File: config.mk
export PLATFORM = sky130hd
export DESIGN_NAME = uart_rx_cfg
export DESIGN_NICKNAME = d
export VERILOG_FILES = /design/src/rtl/uart_pkg.sv /design/src/rtl/uart_rx_sync.sv /design/src/rtl/uart_rx_cfg.sv
export SDC_FILE = /design/constraint.sdc
export NUM_CORES = 1
export LEC_CHECK = 0
export CORE_MARGIN = 5
export CORE_UTILIZATION = 55
export DETAILED_ROUTE_END_ITERATION = 10
export GPL_ROUTABILITY_DRIVEN = 1
export PLACE_DENSITY = 0.76
export SYNTH_ARGS = -nofsm -noshare
export SYNTH_HDL_FRONTEND = slang
export SYNTH_SLANG_ARGS = --single-unit
File: constraint.sdc
create_clock -name clk -period 2 [get_ports clk]
set_input_delay 0.2 -clock clk [delete_from_list [all_inputs] [get_ports clk]]
set_output_delay 0.2 -clock clk [all_outputs]
set_load 0.02 [all_outputs]
File: src/rtl/uart_pkg.sv
// Shared types and constants for the configurable UART receiver.
package uart_pkg;

  typedef enum logic [2:0] {
    IDLE,
    START,
    DATA,
    PARITY,
    STOP
  } rx_state_t;

  localparam int PARITY_NONE = 0;
  localparam int PARITY_EVEN = 1;
  localparam int PARITY_ODD  = 2;

endpackage

File: src/rtl/uart_rx_sync.sv
// Two-flop synchroniser for the asynchronous rx pad; resets to the idle-high line level.
module uart_rx_sync (
  input  logic clk,
  input  logic rst_n,
  input  logic d,
  output logic q
);

  logic meta;

  // NOTE: sequential state uses non-blocking assignments so both flops sample
  // their inputs from the same clock edge; blocking here would collapse the pair.
  always_ff @(posedge clk or negedge rst_n) begin
    if (!rst_n) begin
      meta <= 1'b1;
      q    <= 1'b1;
    end else begin
      meta <= d;
      q    <= meta;
    end
  end

endmodule

File: src/rtl/uart_rx_cfg.sv
// Configurable oversampling UART receiver (data width, parity, stop bits).
// Define UART_RX_MAJORITY_EN for 2-of-3 majority voting on every bit decision.
module uart_rx_cfg
  import uart_pkg::*;
#(
  parameter int DATA_BITS   = 8,
  parameter int OVERSAMPLE  = 16,
  parameter int PARITY_MODE = PARITY_NONE,
  parameter int STOP_BITS   = 1
) (
  input  logic                 clk,
  input  logic                 rst_n,
  input  logic                 s_tick,
  input  logic                 rx,
  output logic                 rx_done,
  output logic [DATA_BITS-1:0] d_out,
  output logic                 parity_err,
  output logic                 frame_err,
  output logic                 busy
);

  localparam int TW = $clog2(OVERSAMPLE);
  localparam logic [TW-1:0] HALF_LAST = TW'(OVERSAMPLE / 2 - 1);
  localparam logic [TW-1:0] FULL_LAST = TW'(OVERSAMPLE - 1);
  localparam logic [3:0]    DATA_LAST = 4'(DATA_BITS - 1);
  localparam logic [3:0]    STOP_LAST = 4'(STOP_BITS - 1);
  localparam logic          ODD_PAR   = (PARITY_MODE == PARITY_ODD);

  rx_state_t            state;
  logic [TW-1:0]        tick_cnt;
  logic [3:0]           bit_cnt;
  logic [DATA_BITS-1:0] shift;
  logic                 perr;
  logic                 ferr;
  logic                 rx_s;
  logic                 rx_prev;
  logic                 bit_val;

  uart_rx_sync u_sync (
    .clk   (clk),
    .rst_n (rst_n),
    .d     (rx),
    .q     (rx_s)
  );

`ifdef UART_RX_MAJORITY_EN
  // hist holds rx_s from the two previous ticks, so at sample count S the vote
  // covers counts S-2, S-1 and S without changing the decision point.
  logic [1:0] hist;

  always_ff @(posedge clk or negedge rst_n) begin
    if (!rst_n)      hist <= 2'b11;
    else if (s_tick) hist <= {hist[0], rx_s};
  end

  assign bit_val = (hist[1] & hist[0]) | (hist[1] & rx_s) | (hist[0] & rx_s);
`else
  assign bit_val = rx_s;
`endif

  always_ff @(posedge clk or negedge rst_n) begin
    if (!rst_n) begin
      state      <= IDLE;
      tick_cnt   <= '0;
      bit_cnt    <= '0;
      shift      <= '0;
      perr       <= 1'b0;
      ferr       <= 1'b0;
      rx_prev    <= 1'b1;
      rx_done    <= 1'b0;
      d_out      <= '0;
      parity_err <= 1'b0;
      frame_err  <= 1'b0;
      busy       <= 1'b0;
    end else begin
      rx_done <= 1'b0;
      rx_prev <= rx_s;
      case (state)
        IDLE: begin
          // Falling edge only: a line stuck low after a break never restarts.
          if (rx_prev && !rx_s) begin
            state    <= START;
            tick_cnt <= '0;
            busy     <= 1'b1;
          end
        end
        START: begin
          if (s_tick) begin
            if (tick_cnt == HALF_LAST) begin
              tick_cnt <= '0;
              bit_cnt  <= '0;
              if (!bit_val) begin
                state <= DATA;
              end else begin
                state <= IDLE;
                busy  <= 1'b0;
              end
            end else begin
              tick_cnt <= tick_cnt + 1'b1;
            end
          end
        end
        DATA: begin
          if (s_tick) begin
            if (tick_cnt == FULL_LAST) begin
              tick_cnt <= '0;
              shift    <= {bit_val, shift[DATA_BITS-1:1]};
              if (bit_cnt == DATA_LAST) begin
                bit_cnt <= '0;
                perr    <= 1'b0;
                ferr    <= 1'b0;
                state   <= (PARITY_MODE != PARITY_NONE) ? PARITY : STOP;
              end else begin
                bit_cnt <= bit_cnt + 1'b1;
              end
            end else begin
              tick_cnt <= tick_cnt + 1'b1;
            end
          end
        end
        PARITY: begin
          if (s_tick) begin
            if (tick_cnt == FULL_LAST) begin
              tick_cnt <= '0;
              perr     <= ((^shift) ^ bit_val) != ODD_PAR;
              state    <= STOP;
            end else begin
              tick_cnt <= tick_cnt + 1'b1;
            end
          end
        end
        STOP: begin
          if (s_tick) begin
            if (tick_cnt == FULL_LAST) begin
              tick_cnt <= '0;
              if (!bit_val) ferr <= 1'b1;
              if (bit_cnt == STOP_LAST) begin
                bit_cnt    <= '0;
                d_out      <= shift;
                parity_err <= perr;
                frame_err  <= ferr | ~bit_val;
                rx_done    <= 1'b1;
                busy       <= 1'b0;
                state      <= IDLE;
              end else begin
                bit_cnt <= bit_cnt + 1'b1;
              end
            end else begin
              tick_cnt <= tick_cnt + 1'b1;
            end
          end
        end
        // NOTE: the default arm recovers from an illegal encoding; every
        // register already holds its value when not assigned, so no latch risk.
        default: begin
          state <= IDLE;
          busy  <= 1'b0;
        end
      endcase
    end
  end

endmodule
==> flow_summary.toml <==
[outcome]
status = "completed"

[timing]
period_needed_ns = 1.90
finalSetupViolations = 0
final-hold-violation-count = 0
relSlewSlack = 0.700
finClkSkew_ns = 0.0152
worst_pin_slew_ns = 0.450
max_freq_mhz = 528
slew_viol_final = 0
worst_slack_ns = 0.105
post-route-period-util = 0.948

[final_layout]
syn_to_final_growth_pct = 15.6
diodes = 0
fin_nets = 188
fin_cells = 228
final_cell_mix = "33 x dfrtp_1, 15 x clkdlybuf4s50_1, 10 x nand3_1, 9 x mux2_2"
n_fill_cell = 256
layout.area.seq_um2 = 905
final_design_area_no_fill_mm2 = 0.00217
multi_input_area_um2 = 902
layout_commonest_cell = "dfrtp_1"
drive_above_1_share = 0.225

[place]
dp.cells = 220
detailed_place_hpwl_um = 2460
dp_slack_ns = 0.105
placed_cell_area_mm2 = 0.00211
port-buffer-count = 15
finalWeightedCongestion = 0.788

[die]
start_util = 0.566
die_h_um = 68.4
ios = 16
dieArea_mm2 = 0.00468
core_mm2 = 0.00331
rows = 21
die_w_um = 68.4

[worst_setup_path]
slowest_delay_ns = 0.42
slowest_stage = "dfrtp_1"
critical-path-top-delay-family = "simple AND/OR/NAND/NOR gates"
critical_path_arrival_ns = 2.13
critPathBufInv = 2
worstSetupPathType = "reg -> reg"
crit_required_ns = 2.24
worstSetupEndpointType = "flip-flop"
cp_cell_sequence = "inv_1 -> ha_1 -> or3b_1 -> nor3_4 -> buf_12 -> mux2_2"
start_kind = "flip-flop"
worst-path-max-fanout = 11

[clocking]
cts.path.max_buffers = 2
worstSkewPairLatency_ns = 0.35
path_clk_slew_ns = 0.11
cts_buffers = 5
cts_tree = "done"
numClockSinks = 36
htreeDepth = 2
cts_setup_buffers = 0
cts_root_buf = "clkbuf_4"

[power_and_ir_drop]
p_leak_nw = 0.994
total_power_mw = 2.01
peakVddDrop_mv = 0.579
power_density_mw_per_mm2 = 928

[flow_run]
cap_violations = 0

[logic_synthesis]
synth.avg_cell_area_um2 = 11.9
ys_ff_latch = 36
syn_area_mm2 = 0.00187
synth-seq-area-share = 0.483
synthesis.nets = 165
synthDistinctLibCells = 52
synth-main-ff-cell = "dfrtp_1"
async_flop_share = 1.00
synth_cells = 158
yosysWarnings = 0
synth-edff-count = 0

[global_routing]
antenna_found_initial = 0
grt_max_degree = 37
grt_util_all_layers = 0.170
grt-ovfl-total = 0
grt_pass1_vias = 1182
grt_pass1_wl_um = 5740

[drt]
num_vias = 1326
finalWirelength_um = 3470
ant_nets = 0
dr.pass1.iters = 4
wire_per_inst_um = 15.2
drt_iter0_markers = 47
drc_errors = 0
vias_per_cell = 5.82

[worst_hold_path]
min_path_type = "in -> reg"
[cells by family (layout without fill, tap and decap cells)]
kind of cell,Yosys count,after routing,synth area share
AOI/OAI and AO/OA,29,29,0.110
xor gates and xnor gates,9,9,0.0494
adders and majority gates,3,3,0.0200
buffers and inverters,14,38,0.0380
DFF,36,36,0.483
muxes,21,21,0.140
and+or+nand+nor,46,46,0.160
[routing by layer]
layer  track usage  up-vias  part of all wire
met4        0.0819        0             0.018
met3        0.0542        4             0.042
li1              -      631                 -
met5             0        -                 0
met1         0.227      666              0.46
met2         0.249       25              0.48
[Yosys cell counts, types with 3 or more instances]
library cell | number | share of area
mux2i_1 | 4 | 0.021
dfstp_2 | 3 | 0.042
nand3_1 | 10 | 0.027
mux2_2 | 9 | 0.054
xnor2_1 | 6 | 0.028
or3b_1 | 3 | 0.014
nand2b_1 | 3 | 0.010
nor2_1 | 7 | 0.014
mux2_4 | 8 | 0.064
ha_1 | 3 | 0.020
dfrtp_1 | 33 | 0.44
nand2_1 | 3 | 0.0060
o21ai_0 | 5 | 0.013
nor3_1 | 3 | 0.0080
a21oi_1 | 3 | 0.0080
inv_1 | 8 | 0.016
[where the power goes]
group	internal, mW	leakage, nW	switching (mW)	total, mW
registers	0.834	0.459	0.110	0.944
logic	0.299	0.500	0.377	0.676
clock network	0.135	0.0349	0.255	0.390
[per-stage QoR]
step | util | hold WS [ns] | TNS [ns]
after global placement | 0.636 | 0.350 | 0
after global routing | 0.654 | 0.236 | -0.00524
final | 0.654 | 0.244 | 0
after floorplan | - | -0.0956 | 0
after CTS | 0.653 | 0.234 | 0
after detailed placement | 0.636 | 0.347 | 0
[layout make-up]
type,instances,area share
Tap cell,46,0.0266
Clock buffer,5,0.0173
Sequential cell,36,0.418
Clock inverter,3,0.00867
Timing Repair Buffer,22,0.0994
Inverter,8,0.0139
Multi-Input combinational cell,108,0.417
[registers in the layout, indices dropped and copies added (netlist names), 3 cells and up]
register  cells
tick_cnt      4
shift         8
state         3
d_out         8
bit_cnt       4
[repair_timing]
action | CTS | global route
hold buffers | 0 | 0
gates resized for setup | 0 | 1
endpoints found under the setup margin | 0 | 1
[path summary, 6_finish.rpt]
path	from	end	slack (ns)	depth (start not counted)
min	rx	u_sync.meta	0.24	1
min reg2reg	u_sync.meta	u_sync.q	0.37	0
min in group asynchronous	rst_n	frame_err	0.25	2
max reg2reg	bit_cnt[0]	parity_err	0.10	6
max	bit_cnt[0]	parity_err	0.10	6
max in group asynchronous	rst_n	u_sync.meta	1.40	2
Power figures use the tool's default switching activity.
